$ cat config.mk
export PLATFORM = sky130hd
export DESIGN_NAME = pipelined_adder
export DESIGN_NICKNAME = d
export VERILOG_FILES = /design/src/rtl/pipelined_adder_pkg.sv /design/src/rtl/pipelined_adder_adder_stage.sv /design/src/rtl/pipelined_adder.sv
export SDC_FILE = /design/constraint.sdc
export NUM_CORES = 1
export LEC_CHECK = 0
export CAP_MARGIN = 5
export CORE_AREA = 5 5 124 150
export DETAILED_ROUTE_END_ITERATION = 10
export DIE_AREA = 0 0 129 155
export PLACE_DENSITY_LB_ADDON = 0.08
export SLEW_MARGIN = 25
export SYNTH_ARGS = -nofsm -noshare
export SYNTH_HDL_FRONTEND = slang
export SYNTH_SLANG_ARGS = --single-unit
$ cat constraint.sdc
create_clock -name clk -period 2.7 [get_ports clk]
set_clock_uncertainty 0.15 [all_clocks]
set_input_delay 0.54 -clock clk [delete_from_list [all_inputs] [get_ports clk]]
set_output_delay 0.54 -clock clk [all_outputs]
set_load 0.1 [all_outputs]
$ cat src/rtl/pipelined_adder_pkg.sv
// Shared helpers for the pipelined adder: geometry check and overflow rule.
package pipelined_adder_pkg;

    // True when the operand width splits evenly into the requested stages.
    function automatic bit geometry_ok(input int w, input int s);
        return (s >= 1) && (w >= 1) && ((w % s) == 0);
    endfunction

    // Two's-complement overflow from the operand sign bits and the result sign bit.
    function automatic logic ovf(input logic a_msb, input logic b_msb, input logic s_msb);
        return (a_msb == b_msb) && (s_msb != a_msb);
    endfunction

endpackage

$ cat src/rtl/pipelined_adder_adder_stage.sv
// One CW-bit slice of the pipelined adder: registered sum chunk, carry and valid.
module adder_stage #(
    parameter int CW = 8
) (
    input  logic          clk,
    input  logic          reset_n,
    input  logic          en_i,
    input  logic          vld_i,
    input  logic [CW-1:0] a_i,
    input  logic [CW-1:0] b_i,
    input  logic          c_i,
    output logic          vld_o,
    output logic [CW-1:0] sum_o,
    output logic          c_o
);

    logic [CW-1:0] sum_d, sum_q;
    logic          c_d, c_q;
    logic          vld_q;

    // Chunk add including the incoming carry.
    always_comb begin
        {c_d, sum_d} = {1'b0, a_i} + {1'b0, b_i} + {{CW{1'b0}}, c_i};
    end

    // Stage register: holds while the pipeline is not advancing.
    always_ff @(posedge clk or negedge reset_n) begin
        if (!reset_n) begin
            sum_q <= '0;
            c_q   <= 1'b0;
            vld_q <= 1'b0;
        end else if (en_i) begin
            sum_q <= sum_d;
            c_q   <= c_d;
            vld_q <= vld_i;
        end
    end

    assign sum_o = sum_q;
    assign c_o   = c_q;
    assign vld_o = vld_q;

endmodule

$ cat src/rtl/pipelined_adder.sv
// S-stage carry-pipelined adder/subtractor with valid/ready handshake.
module pipelined_adder
    import pipelined_adder_pkg::*;
#(
    parameter int W = 32,
    parameter int S = 4
) (
    input  logic         clk,
    input  logic         reset_n,
    input  logic [W-1:0] a,
    input  logic [W-1:0] b,
    input  logic         ci,
    input  logic         sub,
    input  logic         i_valid,
    output logic         i_ready,
    output logic [W-1:0] s,
    output logic         co,
    output logic         ov,
    output logic         o_valid,
    input  logic         o_ready
);

    localparam int CW = (S >= 1) ? (W / S) : 1;

    if (!geometry_ok(W, S)) begin : g_bad_geometry
        $error("pipelined_adder: W must be a positive multiple of S, with S >= 1");
    end

    logic                   adv;
    logic [W-1:0]           bp;
    logic                   cin_eff;
    logic [S-1:0]           vld;
    logic [S-1:0]           cy;
    logic [S-1:0][CW-1:0]   sum_ch;
    logic [S-1:0][CW-1:0]   a_in;
    logic [S-1:0][CW-1:0]   b_in;
    logic [W-1:0]           s_w;
    logic                   amsb_d, amsb_q;
    logic                   bmsb_d, bmsb_q;

    assign adv     = o_ready || !o_valid;
    assign i_ready = adv;

    // Subtraction is a + ~b + ~ci, so only B and the carry-in are conditioned.
    always_comb begin
        bp      = sub ? ~b : b;
        cin_eff = sub ? ~ci : ci;
    end

    // Chunk 0 enters stage 0 directly.
    assign a_in[0] = a[CW-1:0];
    assign b_in[0] = bp[CW-1:0];

    // Upper operand chunks wait j cycles so they meet the ripple carry at stage j.
    for (genvar j = 1; j < S; j++) begin : g_skew
        logic [CW-1:0] ad_q [j];
        logic [CW-1:0] bd_q [j];

        // Operand skew shift register for chunk j.
        always_ff @(posedge clk or negedge reset_n) begin
            if (!reset_n) begin
                for (int unsigned i = 0; i < j; i++) begin
                    ad_q[i] <= '0;
                    bd_q[i] <= '0;
                end
            end else if (adv) begin
                ad_q[0] <= a[j*CW +: CW];
                bd_q[0] <= bp[j*CW +: CW];
                for (int unsigned i = 1; i < j; i++) begin
                    ad_q[i] <= ad_q[i-1];
                    bd_q[i] <= bd_q[i-1];
                end
            end
        end

        assign a_in[j] = ad_q[j-1];
        assign b_in[j] = bd_q[j-1];
    end

    // Carry chain across the stages, one registered hop per stage.
    for (genvar k = 0; k < S; k++) begin : g_stage
        logic vin;
        logic cin_k;

        if (k == 0) begin : g_first
            assign vin   = i_valid;
            assign cin_k = cin_eff;
        end else begin : g_rest
            assign vin   = vld[k-1];
            assign cin_k = cy[k-1];
        end

        adder_stage #(.CW(CW)) u_stage (
            .clk     (clk),
            .reset_n (reset_n),
            .en_i    (adv),
            .vld_i   (vin),
            .a_i     (a_in[k]),
            .b_i     (b_in[k]),
            .c_i     (cin_k),
            .vld_o   (vld[k]),
            .sum_o   (sum_ch[k]),
            .c_o     (cy[k])
        );
    end

    // Lower sum chunks finish early and are delayed S-1-k cycles to line up.
    for (genvar k = 0; k < S - 1; k++) begin : g_deskew
        localparam int L = S - 1 - k;
        logic [CW-1:0] sd_q [L];

        // Sum deskew shift register for chunk k.
        always_ff @(posedge clk or negedge reset_n) begin
            if (!reset_n) begin
                for (int unsigned i = 0; i < L; i++) begin
                    sd_q[i] <= '0;
                end
            end else if (adv) begin
                sd_q[0] <= sum_ch[k];
                for (int unsigned i = 1; i < L; i++) begin
                    sd_q[i] <= sd_q[i-1];
                end
            end
        end

        assign s_w[k*CW +: CW] = sd_q[L-1];
    end

    assign s_w[(S-1)*CW +: CW] = sum_ch[S-1];

    // Operand sign bits are captured alongside the last stage for the overflow rule.
    always_comb begin
        amsb_d = a_in[S-1][CW-1];
        bmsb_d = b_in[S-1][CW-1];
    end

    // Sign-bit registers, aligned with the final stage.
    always_ff @(posedge clk or negedge reset_n) begin
        if (!reset_n) begin
            amsb_q <= 1'b0;
            bmsb_q <= 1'b0;
        end else if (adv) begin
            amsb_q <= amsb_d;
            bmsb_q <= bmsb_d;
        end
    end

    assign s       = s_w;
    assign co      = cy[S-1];
    assign o_valid = vld[S-1];
    assign ov      = ovf(amsb_q, bmsb_q, s_w[W-1]);

endmodule

==> results by group <==
Setup path
  – Required time of the critical path: 2.87 ns
  – Critical Path AT: 2.69 ns
  – Startpoint-to-endpoint class of the critical path: flip-flop to flip-flop
  – Kind of start point of the critical path: flip-flop
  – Critical-path maximum fanout: 3
  – CP Capture Type: flip-flop

Logic synthesis
  – Basic-gate share of the synthesized area counting and, or, nand and nor cells: 23.8%
  – Adder-cell area share of the yosys netlist: 5.78%
  – Compound-cell area share of the yosys netlist: 9.02%
  – Dominant combinational cell family by area after synthesis: simple AND/OR/NAND/NOR gates
  – Post-synthesis average cell area: 9.23 µm²
  – Synth Warn #: 0
  – Most area-hungry cell type in the Yosys netlist: dfrtp_1
  – Post-Synth XOR/XNOR Area: 3.67%
  – FFs w/ async S/R, synth: 100%
  – Leading post-synthesis cells by cell area: dfrtp_1 (53%), nand2_1 (19%), ha_1 (4.0%), o21ai_0 (3.0%), xnor2_1 (2.7%)
  – Proportion of synthesized area in mux cells: 0.340%
  – FF+latch count, synth: 186
  – Number of enable-type register cells in the synthesized netlist: 0
  – Syn Inst Count: 957
  – Leading register cell type out of synthesis: dfrtp_1
  – Area fraction of the dominant cell type after synthesis: 52.7%
  – Post-Syn Nets: 1,063
  – Distinct cell type count of the synthesized netlist: 40
  – Register area share after synthesis: 52.7%
  – Synth Cell Area: 0.00883 mm²

Timing
  – Hold slack: 0.316 ns
  – Final Hold Viols: 0
  – Final Cycle Share: 93.6%
  – Worst-case setup margin in the final layout: 0.174 ns
  – Final min period: 2.53 ns
  – Total count of max-transition violations in the final report: 0
  – Slew headroom: 57.9%
  – Count of endpoints failing setup in the final report: 0
  – Actual transition at the worst max-transition pin: 0.632 ns
  – Achievable frequency: 0.396 GHz
  – Unrepaired setup endpoints after global routing: no

Layout
  – Total non-filler cell area in the finished layout: 0.0105 mm²
  – Share of layout cells above drive strength 1: 9.24%
  – Total number of nets in the final design: 1,143
  – Storage cell area: 0.00465 mm²
  – Antenna diode instance count: 0
  – Number of fillers in the final layout: 1,563
  – Final Core Density: 61.3%
  – Most common cell after layout, fill and taps aside: nand2_1
  – Area occupied by multi-input gates: 0.00377 mm²
  – Area added between synthesis and finish: 18.7%
  – Commonest non-fill, non-tap cells in the layout: nand2_1 (438), dfrtp_1 (186), clkdlybuf4s50_1 (67), o21ai_0 (52), buf_4 (49)

Floorplan
  – Number of top-level design ports: 106
  – Die Footprint: 0.0200 mm²
  – Height of the die: 155 µm
  – Horiz. Die Dim: 129 µm
  – Starting utilization of the core area: 51.6%
  – Row count: 53
  – Std-Cell Core Area: 0.0171 mm²

Clocking
  – # clock sinks: 186
  – CTS H-tree depth: 4
  – Count of buffers added by post-CTS timing repair for setup: 0
  – Count of hold-fix buffers inserted at cts: 1
  – Number of clock buffers inserted by TritonCTS: 17
  – Clock latency at the later pin of the worst-skew pair: 0.43 ns
  – Count of instances resized after the clock tree is built: 0
  – Clock buffer depth: 2
  – Clock slew at reported path FFs: 0.07 ns
  – TritonCTS clock tree: built
  – Clk Tree Root Cell: clkbuf_16

Global route
  – Number of antenna violations at the first check in global routing: 1
  – Number of global-route vias before repair: 6,277
  – Global-route wire length before repair: 29,500 µm
  – GRT overflow: 0
  – All-Layer GR Usage: 18.0%
  – Pin count of the biggest net entering global routing: 96

Placement
  – Final GP Congestion: 0.831
  – # port buffers: 105
  – Placement-stage worst setup slack: -0.175 ns
  – Instance area after placement: 0.00987 mm²
  – Detailed placer's ending HPWL: 11,500 µm

Flow run
  – Number of max-capacitance violations reported: 0

Drt
  – Detailed-route wire length per cell: 13.3 µm
  – DRT Wirelength: 16,900 µm
  – Via density per instance: 5.02
  – Drt drc: 0
  – Antenna Violating Nets Remaining: 0
  – Number of iterations in the first detailed-routing pass: 4
  – Number of DRC markers in iteration 0: 405
  – Vias: 6,371

Run status
  – Status: finished, final reports clean

Power
  – VDD IR-drop max: 0.620 mV
  – LEAKAGE: 5.12 nW
  – Power per cell area: 1310 mW/mm²

Hold path
  – Path class of the lowest-slack min-delay path: flip-flop to flip-flop
## cells in the mapped netlist (8+ instances only)
master    count
a211oi_1     19
a21o_1        8
buf_2        29
buf_4        29
dfrtp_1     186
fa_1          8
ha_1         28
nand2_1     438
nor2_1       11
nor3_1        9
nor3b_1      17
o21ai_0      53
o31ai_1       8
xnor2_1      27
xor2_1       10
## final timing paths
path	startpoint	to	slack, ns	depth (start not counted)
min	g_stage[1].u_stage.vld_o	g_stage[1].u_stage.vld_o	0.32	2
max in group asynchronous	reset_n	g_stage[3].u_stage.vld_o	1.16	3
max	a_in[16]	g_stage[2].u_stage.c_o	0.17	6
max reg2reg	a_in[16]	g_stage[2].u_stage.c_o	0.17	6
min in group asynchronous	reset_n	s[8]	0.51	2
min reg2reg	g_stage[1].u_stage.vld_o	g_stage[1].u_stage.vld_o	0.32	2
## state kept, by name, indices dropped and copies added (netlist names)
signal	count
a_in	16
amsb_q	1
b_in	16
bmsb_q	1
g_deskew.sd_q	32
g_skew.ad_q	32
g_skew.bd_q	32
g_stage.u_stage.c_o	4
g_stage.u_stage.sum_o	32
g_stage.u_stage.vld_o	4
s	16
## through the flow
stage,power [W],TNS (ns),instances
floorplan,0.0100,0,957
global placement,0.0112,-0.462,1237
detailed placement,0.0113,-0.709,1237
CTS,0.0139,0,1270
global route,0.0148,0,1270
finish,0.0137,0,1270
## routing by layer
| metal | routed length [µm] | vias to the layer above | GRT usage (%) |
|---|---|---|---|
| li1 | - | 3277 | - |
| met4 | 422 | 2 | 6.75 |
| met5 | 11 | - | 0 |
| met3 | 746 | 30 | 4.43 |
| met2 | 8030 | 100 | 28.9 |
| met1 | 7710 | 2962 | 23.9 |
## report_power, final
part	internal, W	switching (W)	leakage, nW	total [W]
registers	0.00403	0.000707	2.25	0.00474
clock network	0.00140	0.00115	0.295	0.00255
logic	0.00210	0.00435	2.57	0.00645
## worst max-delay path: stages, from the launching register on
cell      delay, ns
dfrtp_1        0.41
fa_1           0.49
fa_1           0.45
a211oi_2       0.26
nor2_1         0.10
o31a_1         0.27
o31a_1         0.29
## cell type report
cell class	count	area share, %
clock buffers	17	4.06
clock inverters	15	1.68
inverters	4	0.167
multi-input cells	704	35.9
flip-flops and latches	186	44.4
well taps	220	2.63
repair buffers	124	11.1
## logic make-up (layout without fill, tap and decap cells)
logic type      Yosys count  after routing
simple gates            509            509
flops                   186            186
compound gates          119            119
buf+inv                  67            160
xor+xnor                 37             37
fa+ha+maj                36             36
mux                       3              3
(Power assumes the default switching activity.)
